===== config.mk =====
export PLATFORM = sky130hd
export DESIGN_NAME = xm_uart_rx
export DESIGN_NICKNAME = d
export VERILOG_FILES = /design/src/rtl/xm_uart_pkg.sv /design/src/rtl/xm_uart_baud_gen.sv /design/src/rtl/xm_uart_rx.sv
export SDC_FILE = /design/constraint.sdc
export NUM_CORES = 1
export LEC_CHECK = 0
export CAP_MARGIN = 20
export CORE_AREA = 2 2 70 72
export DETAILED_ROUTE_END_ITERATION = 16
export DIE_AREA = 0 0 72 74
export PLACE_DENSITY = 0.83
export REMOVE_ABC_BUFFERS = 1
export SKIP_LAST_GASP = 1
export SYNTH_ARGS = -nofsm -noshare
export SYNTH_HDL_FRONTEND = slang
export SYNTH_SLANG_ARGS = --single-unit

===== constraint.sdc =====
create_clock -name clk -period 3.1 [get_ports clk]
set_input_delay 0.775 -clock clk [delete_from_list [all_inputs] [get_ports clk]]
set_output_delay 0.775 -clock clk [all_outputs]
set_load 0.01 [all_outputs]

===== src/rtl/xm_uart_pkg.sv =====
// xm_uart_pkg: definitions shared by the xm_uart receiver and transmitter.
//   - baud index constants for the 3-bit baud_set encoding
//   - baud_div(): terminal count of the baud tick divider
//   - FSM state encoding, frame length and oversampling ratio
package xm_uart_pkg;

  localparam int BAUD_9600   = 0;
  localparam int BAUD_19200  = 1;
  localparam int BAUD_38400  = 2;
  localparam int BAUD_57600  = 3;
  localparam int BAUD_115200 = 4;

  localparam int FRAME_BITS = 10;  // start + 8 data + stop
  localparam int OVERSAMPLE = 16;
  localparam int DIV_W      = 16;  // wide enough for 9600 baud at x1 from 50 MHz

  typedef enum logic [1:0] {
    ST_IDLE,
    ST_START,
    ST_DATA,
    ST_STOP
  } uart_fsm_t;

  // Terminal count = round(clk_hz / (baud * oversample)) - 1.
  // Codes outside 0..4 fall back to 9600 baud.
  function automatic logic [DIV_W-1:0] baud_div(input int clk_hz, input int baud_set,
                                                input int oversample);
    int baud;
    int step;
    int div;
    case (baud_set)
      BAUD_19200:  baud = 19200;
      BAUD_38400:  baud = 38400;
      BAUD_57600:  baud = 57600;
      BAUD_115200: baud = 115200;
      default:     baud = 9600;
    endcase
    step = baud * oversample;
    div  = (clk_hz + step / 2) / step - 1;
    return DIV_W'(div);
  endfunction

endpackage


===== src/rtl/xm_uart_baud_gen.sv =====
// xm_uart_baud_gen: programmable tick divider.
// Counts 0..div and emits a one-cycle tick when the count equals div, then
// wraps to 0. clr restarts the count so the next tick arrives div+1 cycles
// later, aligning the tick grid to an external event (e.g. a start edge).
//   clk   - system clock
//   rst   - synchronous active-high reset
//   clr   - synchronous restart of the divider
//   div   - terminal count
//   tick  - one-cycle strobe every div+1 cycles
module xm_uart_baud_gen
  import xm_uart_pkg::*;
(
  input  logic             clk,
  input  logic             rst,
  input  logic             clr,
  input  logic [DIV_W-1:0] div,
  output logic             tick
);

  logic [DIV_W-1:0] cnt_reg;

  always_ff @(posedge clk) begin
    if (rst || clr) begin
      cnt_reg <= '0;
    end else if (cnt_reg >= div) begin
      // >= rather than == so a smaller div loaded mid-count still wraps
      cnt_reg <= '0;
    end else begin
      cnt_reg <= cnt_reg + 1'b1;
    end
  end

  assign tick = !clr && (cnt_reg >= div);

endmodule


===== src/rtl/xm_uart_rx.sv =====
// xm_uart_rx: 8N1 UART receiver, LSB first, 16x oversampling with a
// 3-sample majority vote per bit.
//   clk        - system clock
//   rst        - synchronous active-high reset
//   baud_set   - baud select (0=9600 .. 4=115200, 5..7 = 9600), latched at start
//   rs232_rx   - asynchronous serial input, idles high
//   data_byte  - last received byte, held until the next rx_done
//   rx_done    - one-cycle strobe when a frame completes
//   uart_state - high while a frame is being received
//   frame_err  - 1 when the last frame's stop bit voted 0
module xm_uart_rx
  import xm_uart_pkg::*;
#(
  parameter int CLK_HZ = 50_000_000
) (
  input  logic       clk,
  input  logic       rst,
  input  logic [2:0] baud_set,
  input  logic       rs232_rx,
  output logic [7:0] data_byte,
  output logic       rx_done,
  output logic       uart_state,
  output logic       frame_err
);

  localparam logic [3:0] SAMPLE_A = 4'd7;
  localparam logic [3:0] SAMPLE_B = 4'd8;
  localparam logic [3:0] SAMPLE_C = 4'd9;   // vote taken here
  localparam logic [3:0] LAST_SUB = 4'(OVERSAMPLE - 1);
  localparam logic [3:0] LAST_DATA_BIT = 4'd8;

  // Divider terminal counts for every baud_set code, folded to constants.
  logic [DIV_W-1:0] div_table [8];

  genvar gi;
  generate
    for (gi = 0; gi < 8; gi++) begin : g_div
      assign div_table[gi] = baud_div(CLK_HZ, gi, OVERSAMPLE);
    end
  endgenerate

  // sync_reg[0..1] synchronize, sync_reg[2] holds the previous synced value.
  logic [2:0] sync_reg;
  logic [1:0] settle_reg;
  logic       rx_s;
  logic       start_edge;

  uart_fsm_t  state_reg, state_next;
  logic [7:0] tick_cnt_reg, tick_cnt_next;
  logic [2:0] baud_reg, baud_next;
  logic [7:0] shift_reg, shift_next;
  logic [1:0] samp_reg, samp_next;
  logic [7:0] data_byte_reg, data_byte_next;
  logic       frame_err_reg, frame_err_next;
  logic       rx_done_reg, rx_done_next;

  logic       baud_clr;
  logic       tick;
  logic [3:0] sub_tick;
  logic [3:0] bit_idx;
  logic       vote;

  xm_uart_baud_gen u_baud_gen (
    .clk  (clk),
    .rst  (rst),
    .clr  (baud_clr),
    .div  (div_table[baud_reg]),
    .tick (tick)
  );

  always_ff @(posedge clk) begin
    if (rst) begin
      sync_reg   <= 3'b111;
      settle_reg <= 2'd0;
    end else begin
      sync_reg <= {sync_reg[1:0], rs232_rx};
      if (settle_reg != 2'd3) begin
        settle_reg <= settle_reg + 2'd1;
      end
    end
  end

  assign rx_s = sync_reg[1];

  // The 1s loaded at reset are not real line samples. An edge is only
  // trusted once all three flops hold sampled data, so a line that is low
  // when reset releases (mid-frame or break) cannot fake a start bit.
  assign start_edge = sync_reg[2] && !sync_reg[1] && (settle_reg == 2'd3);

  assign sub_tick = tick_cnt_reg[3:0];
  assign bit_idx  = tick_cnt_reg[7:4];

  // Two stored samples plus the live one at the third sub-tick.
  assign vote = (samp_reg[0] & samp_reg[1]) | (samp_reg[0] & rx_s) | (samp_reg[1] & rx_s);

  always_ff @(posedge clk) begin
    if (rst) begin
      state_reg     <= ST_IDLE;
      tick_cnt_reg  <= '0;
      baud_reg      <= '0;
      shift_reg     <= '0;
      samp_reg      <= '0;
      data_byte_reg <= '0;
      frame_err_reg <= 1'b0;
      rx_done_reg   <= 1'b0;
    end else begin
      state_reg     <= state_next;
      tick_cnt_reg  <= tick_cnt_next;
      baud_reg      <= baud_next;
      shift_reg     <= shift_next;
      samp_reg      <= samp_next;
      data_byte_reg <= data_byte_next;
      frame_err_reg <= frame_err_next;
      rx_done_reg   <= rx_done_next;
    end
  end

  always_comb begin
    state_next     = state_reg;
    tick_cnt_next  = tick_cnt_reg;
    baud_next      = baud_reg;
    shift_next     = shift_reg;
    samp_next      = samp_reg;
    data_byte_next = data_byte_reg;
    frame_err_next = frame_err_reg;
    rx_done_next   = 1'b0;
    baud_clr       = 1'b0;

    if (state_reg == ST_IDLE) begin
      if (start_edge) begin
        // Restart the tick grid on the edge so sample points are centred.
        state_next    = ST_START;
        tick_cnt_next = '0;
        baud_next     = baud_set;
        baud_clr      = 1'b1;
      end
    end else if (tick) begin
      tick_cnt_next = tick_cnt_reg + 8'd1;
      if (sub_tick == SAMPLE_A) samp_next[0] = rx_s;
      if (sub_tick == SAMPLE_B) samp_next[1] = rx_s;

      case (state_reg)
        ST_START: begin
          if (sub_tick == SAMPLE_C && vote) begin
            // Start bit did not hold low: a glitch, not a frame.
            state_next    = ST_IDLE;
            tick_cnt_next = '0;
          end else if (sub_tick == LAST_SUB) begin
            state_next = ST_DATA;
          end
        end
        ST_DATA: begin
          if (sub_tick == SAMPLE_C) begin
            shift_next = {vote, shift_reg[7:1]};
          end
          if (bit_idx == LAST_DATA_BIT && sub_tick == LAST_SUB) begin
            state_next = ST_STOP;
          end
        end
        ST_STOP: begin
          // Finish at the stop-bit vote instead of the bit end; the slack
          // absorbs back-to-back frames and transmitter baud error.
          if (sub_tick == SAMPLE_C) begin
            data_byte_next = shift_reg;
            frame_err_next = ~vote;
            rx_done_next   = 1'b1;
            state_next     = ST_IDLE;
            tick_cnt_next  = '0;
          end
        end
        default: ;
      endcase
    end
  end

  assign data_byte  = data_byte_reg;
  assign rx_done    = rx_done_reg;
  assign frame_err  = frame_err_reg;
  assign uart_state = (state_reg != ST_IDLE);

endmodule

* Yosys cells after proc, flatten, opt, wreduce, memory -nomap -nowiden
Memories as Yosys holds them, arrays and structs flattened. Index checks and enable logic that the tools add are counted. W data, S select, Z words.
Word-level totals: register bits 54, latch bits 0, RAM bits 0, bits in read-only memories 128, input bits 6, output and inout bits 11, word-level logic and storage cells 82, memories 1
Memories:
- (no name shown) | words 8, bits a word 16, read ports 1, clocked after Yosys merged registers in 0, write ports 0, line xm_uart_rx.sv:67 | .div (div_table[baud_reg]),
Operators by class: $add $sub $neg 3, multiply operators 0, div/mod/pow operators 0, order comparisons 2, equal/unequal tests 14, shifts and indexed selects 0, mux-type cells 19, bitwise gates (word level) 10, reduce and logical (&&, ||, !) cells 21
Operators by type and width (number):
- $mux W8 | 5
- $mux W16 | 2
- $add A16 B1 Y16 const B | 1
- $eq A4 B4 Y1 const B | 4
- $ge A16 B16 Y1 | 1
- $pmux W8 S2 | 1
- $mux W2 | 7
- $add A8 B1 Y8 const B | 1
- $reduce_and A4 Y1 | 2
- $eq A2 B2 Y1 const B | 3
- $ne A3 B3 Y1 const B | 2
- $pmux W2 S3 | 1
- $reduce_and A3 Y1 | 2
- $reduce_and A6 Y1 | 1
- $logic_and A1 B1 Y1 | 5
- $eq A4 B3 Y1 const B | 1
- $ge A4 B4 Y1 const B | 1
- $ne A2 B2 Y1 const B | 2
- $ne A4 B4 Y1 const B | 1
- $not A1 Y1 | 4
- $not A3 Y4 | 1
- $reduce_and A2 Y1 | 2
- $reduce_bool A2 Y1 | 2
- $reduce_bool A4 Y1 | 1
- 10 further kinds | 16

* Depth between registers and ports, before layout
depth in word-level cells 9, gate-level depth with buffers 13, mapped depth without buffers 12

* Modules after synthesis
From an unflattened synthesis, not the netlist that was laid out.
Unflattened totals: cells, all modules 332, area total of the unflattened synthesis 2842.7 um^2
By module, submodules not included:
- xm_uart_rx | instances 1, cells each 199, area an instance 1747.9 um^2, sequential area each 760.7 um^2
- xm_uart_baud_gen | instances 1, cells each 133, area an instance 1094.8 um^2, sequential area each 320.3 um^2

* Least setup slack after synthesis
Ideal clock, no wire load.
kind register to register, start point reg baud_reg[0], end point reg frame_err_reg, in the netlist frame_err, library setup time 0.121 ns, data arrival time 2.410 ns, data required time 2.979 ns, path slack 0.569 ns, cell stages (with the launch flop) 14, path buffers 1, period minus slack after synthesis 2.531 ns, path through dfxtp_1 > inv_1 > ha_1 > inv_1 > o21a_1 > inv_1 > ha_1 > o21a_1 > o31ai_1 > a21oi_1 > o21ba_4 > nand4_2 > buf_6 > mux2_4
Between the ends: cells in the longest elaborated chain, start to end 7
Ends and longest elaborated chain:
- start, declared | line xm_uart_rx.sv:50 | logic [2:0] baud_reg, baud_next;
- start signal, assigned | line xm_uart_rx.sv:109 | baud_reg <= baud_next;
- $not A3 Y4 (implied by the code) | line xm_uart_rx.sv:67
- $mem_v2 Z8 W16
- $mux W16 (implied by the code) (2 in series) | line xm_uart_rx.sv:67
- $ge A16 B16 Y1 | line xm_uart_baud_gen.sv:33 | assign tick = !clr && (cnt_reg >= div);
- $logic_and A1 B1 Y1 | line xm_uart_baud_gen.sv:33
- $reduce_and A4 Y1 (no line)
- end signal, assigned | line xm_uart_rx.sv:113 | frame_err_reg <= frame_err_next;
- end, declared | line xm_uart_rx.sv:54 | logic frame_err_reg, frame_err_next;
Every way passes these cells. The select of a mux whose other input is x is not followed. A chain may end at the register's enable or synchronous reset.

* Worst setup path in the final report
start point reg baud_reg[0], end point reg data_byte_reg[3], in the netlist data_byte[3]
Between the ends: cells in the longest elaborated chain, start to end 7
Ends and longest elaborated chain:
- $not A3 Y4 (implied by the code) | line xm_uart_rx.sv:67
- $mem_v2 Z8 W16
- $mux W16 (implied by the code) (2 in series) | line xm_uart_rx.sv:67
- $ge A16 B16 Y1 | line xm_uart_baud_gen.sv:33
- $logic_and A1 B1 Y1 | line xm_uart_baud_gen.sv:33
- $reduce_and A4 Y1 (no line)
- end signal, assigned | line xm_uart_rx.sv:112 | data_byte_reg <= data_byte_next;
- end, declared | line xm_uart_rx.sv:53 | logic [7:0] data_byte_reg, data_byte_next;
Every way passes these cells. The select of a mux whose other input is x is not followed.

==> metrics.csv <==
stage,metric,value,unit
layout,final_core_util,63.6,%
cts,clk_pin_slew,90,ps
cts,cts_buffer_depth,2,
layout,diodes,0,
die,start_util,56.4,%
routing,wire_per_inst,13.7,um
yosys,async_flop_share,0,%
setup_path,path_cells,inv_1 -> ha_1 -> inv_1 -> o21a_1 -> inv_1 -> ha_1 -> o21a_1 -> o31ai_1 -> a21oi_2 -> o21ba_4 -> nand4_2 -> buf_4 -> mux2i_1,
yosys,ys.warnings.count,0,
setup_path,path_common_cell,inv_1,
routing,via_per_inst,5.59,
yosys,syn_area,2590,um2
sta,post-route-min-period,2800,ps
routing,via_count,1874,
setup_path,max_stage_delay,400,ps
placement,place_congestion,0.772,
cts,clkLatencyLatePin,300,ps
cts,cts_num_sinks,54,
yosys,synth.avg_cell_area,10.0,um2
cts,cts.htree.levels,2,
die,ios,17,
cts,cts_tree,yes,
cts,numCtsBuffers,5,
yosys,synth_cell_types,49,
setup_path,cp_data_arrival_time,3000,ps
routing,antenna_left,0,
yosys,synth-edff-count,0,
yosys,synth-seq-area-share,41.7,%
run_status,status,finished clean,
sta,setup_viol,0,
setup_path,rr_worst_depth,13,
sta,fin_crit_sh,90.4,%
yosys,synth_area_leader_cell,dfxtp_1,
sta,fin_setup_tns,0,ps
setup_path,worstPathRequired,3290,ps
placement,dpl.hpwl,3290,um
layout,regArea,1080,um2
cts,cts_setup_buffers,0,
yosys,synth_top_area_share,41.7,%
setup_path,endpoint_kind,flip-flop,
layout,fillers,357,
global_routing,grt_antenna_before_repair,0,
routing,drtIter0Drc,101,
layout,syn2layout_area_growth,12.9,%
pwr,p_clk_share,35.1,%
yosys,synth_area_leaders,"dfxtp_1, mux2i_1, ha_1",
sta,clock.fmax,357,MHz
global_routing,overflow,0,
pwr,power.share.sequential,59.5,%
pwr,p_sw,259,uW
setup_path,crit_fanout,11,
die,rows,25,
run,drv_cap,0,
die,dieArea,5330,um2
worst_hold_path,whs_path_depth,1,
routing,dr.pass1.iters,4,
global_routing,grt_max_degree,31,
routing,route.detailed.drc,0,
sta,slew_violations,0,
layout,multi_input_area,1440,um2
setup_path,timing_worst_setup_path_type,reg2reg,
global_routing,grt_pass1_wl,7860,um
global_routing,grt_pass1_vias,1751,
pwr,p_per_area,410,nW/um2
sta,final_hold_viol_count,0,
layout,drive_above_1_share,10.3,%
layout,num-nets-final,303,
pwr,p_comb_share,5.4,%
routing,drt-total-wl,4570,um
die,core_region_area,4600,um2
global_routing,grt.total_usage,18.5,%
yosys,synthFlopType,dfxtp_1,
cts,root_buffer,clkbuf_8,
pwr,p_sw_share,21.5,%
die,die_x,72,um
yosys,synth-seq-cells,54,
sta,clock_skew,8.04,ps
pwr,p_leak,1.32,nW
yosys,synth_common_cells,"dfxtp_1, mux2i_1, nand2b_1",
pwr,ir_worst_vdd,0.228,mV
die,dieHeight,74,um
placement,port_buffers,16,
setup_path,worst_path_max_delay_cell,dfxtp_1,
worst_hold_path,hp-class,reg2reg,
setup_path,start_kind,flip-flop,
pwr,p_int,942,uW
layout,largest_reg_flops,16,
yosys,synth_most_common_cell,dfxtp_1,
sta,rsz0062_at_grt,no,
yosys,synthCells,258,
-- stage by stage --
step           instance area, um2  worst slack [ps]  total power, mW  cells  hold WS (ps)
2_1_floorplan                2560               299            0.770    253           389
3_3_place_gp                 2810               415            0.791    326           393
3_5_place_dp                 2810               210            0.794    326           393
4_1_cts                      2910               186             1.21    334           419
5_1_grt                      2930               134             1.25    335           424
6_report                     2930               299             1.20    335           417
-- final timing paths --
check	startpoint	end	slack, ps
min	sync_reg[0]	sync_reg[1]	420
max	baud_reg[0]	data_byte[3]	300
min reg2reg	sync_reg[0]	sync_reg[1]	420
max reg2reg	baud_reg[0]	data_byte[3]	300
-- critical path, delay by kind of cell (launching register included) --
family / cells / cell delay [ps]
AOI/OAI and AO/OA: 5 / 1010
adders and majority gates: 2 / 590
buffers and inverters: 4 / 410
DFF: 1 / 400
muxes: 1 / 130
and+or+nand+nor: 1 / 150
-- final cells by class --
type,count,share of cell area (%)
multi-input combinational,187,49.3
inverter,13,1.67
clock buffer,7,3.29
tap,54,2.31
timing repair buffer,19,6.24
sequential,54,36.9
clock inverter,1,0.299
-- cells by family after synthesis --
logic type,after synthesis,share of synthesized area (%)
and+or+nand+nor,100,22.8
DFF,54,41.7
AOI/OAI and AO/OA,29,10.2
muxes,24,9.46
buffers and inverters,23,3.96
adders and majority gates,18,8.64
xor gates and xnor gates,9,3.04
other,1,0.145
-- repair_timing --
action	CTS	global route
endpoints found under the setup margin	0	1
hold buffers	0	0
gates resized for setup	0	1
-- cells in the final DEF (no fill, tap or decap), types with 3 or more instances in the layout --
cell	netlist	layout
conb_1	1	6
nand3_1	13	13
nor2_1	12	12
nor3b_1	3	3
nand2b_1	22	22
and3_1	9	9
inv_1	13	13
mux2i_1	23	23
o21a_1	3	3
nor3_1	17	17
dfxtp_1	54	54
xor2_1	7	7
nand2_1	5	5
clkdlybuf4s50_1	0	16
a221o_1	6	6
buf_4	0	3
or2_2	4	4
ha_1	17	17
a21oi_1	6	5
clkbuf_8	0	7
-- routing by layer --
metal  wire length, um  track usage [%]  vias up  part of all wire [%]
met4                23             5.24        0                  0.50
met3               160             3.79        4                   3.5
met5                 0                0        -                     0
li1                  -                -      947                     -
met2              2220             31.2       38                    48
met1              2170             24.5      885                    47
-- power groups by stage --
stage | combinational [mW] | sequential (mW) | clock (mW)
detailed placement | 0.0633 | 0.731 | 0
global route | 0.0731 | 0.716 | 0.459
floorplan | 0.0415 | 0.729 | 0
global placement | 0.0613 | 0.730 | 0
finish | 0.0645 | 0.714 | 0.422
CTS | 0.0644 | 0.714 | 0.436
Note: power is estimated with default switching activity, not from simulation.
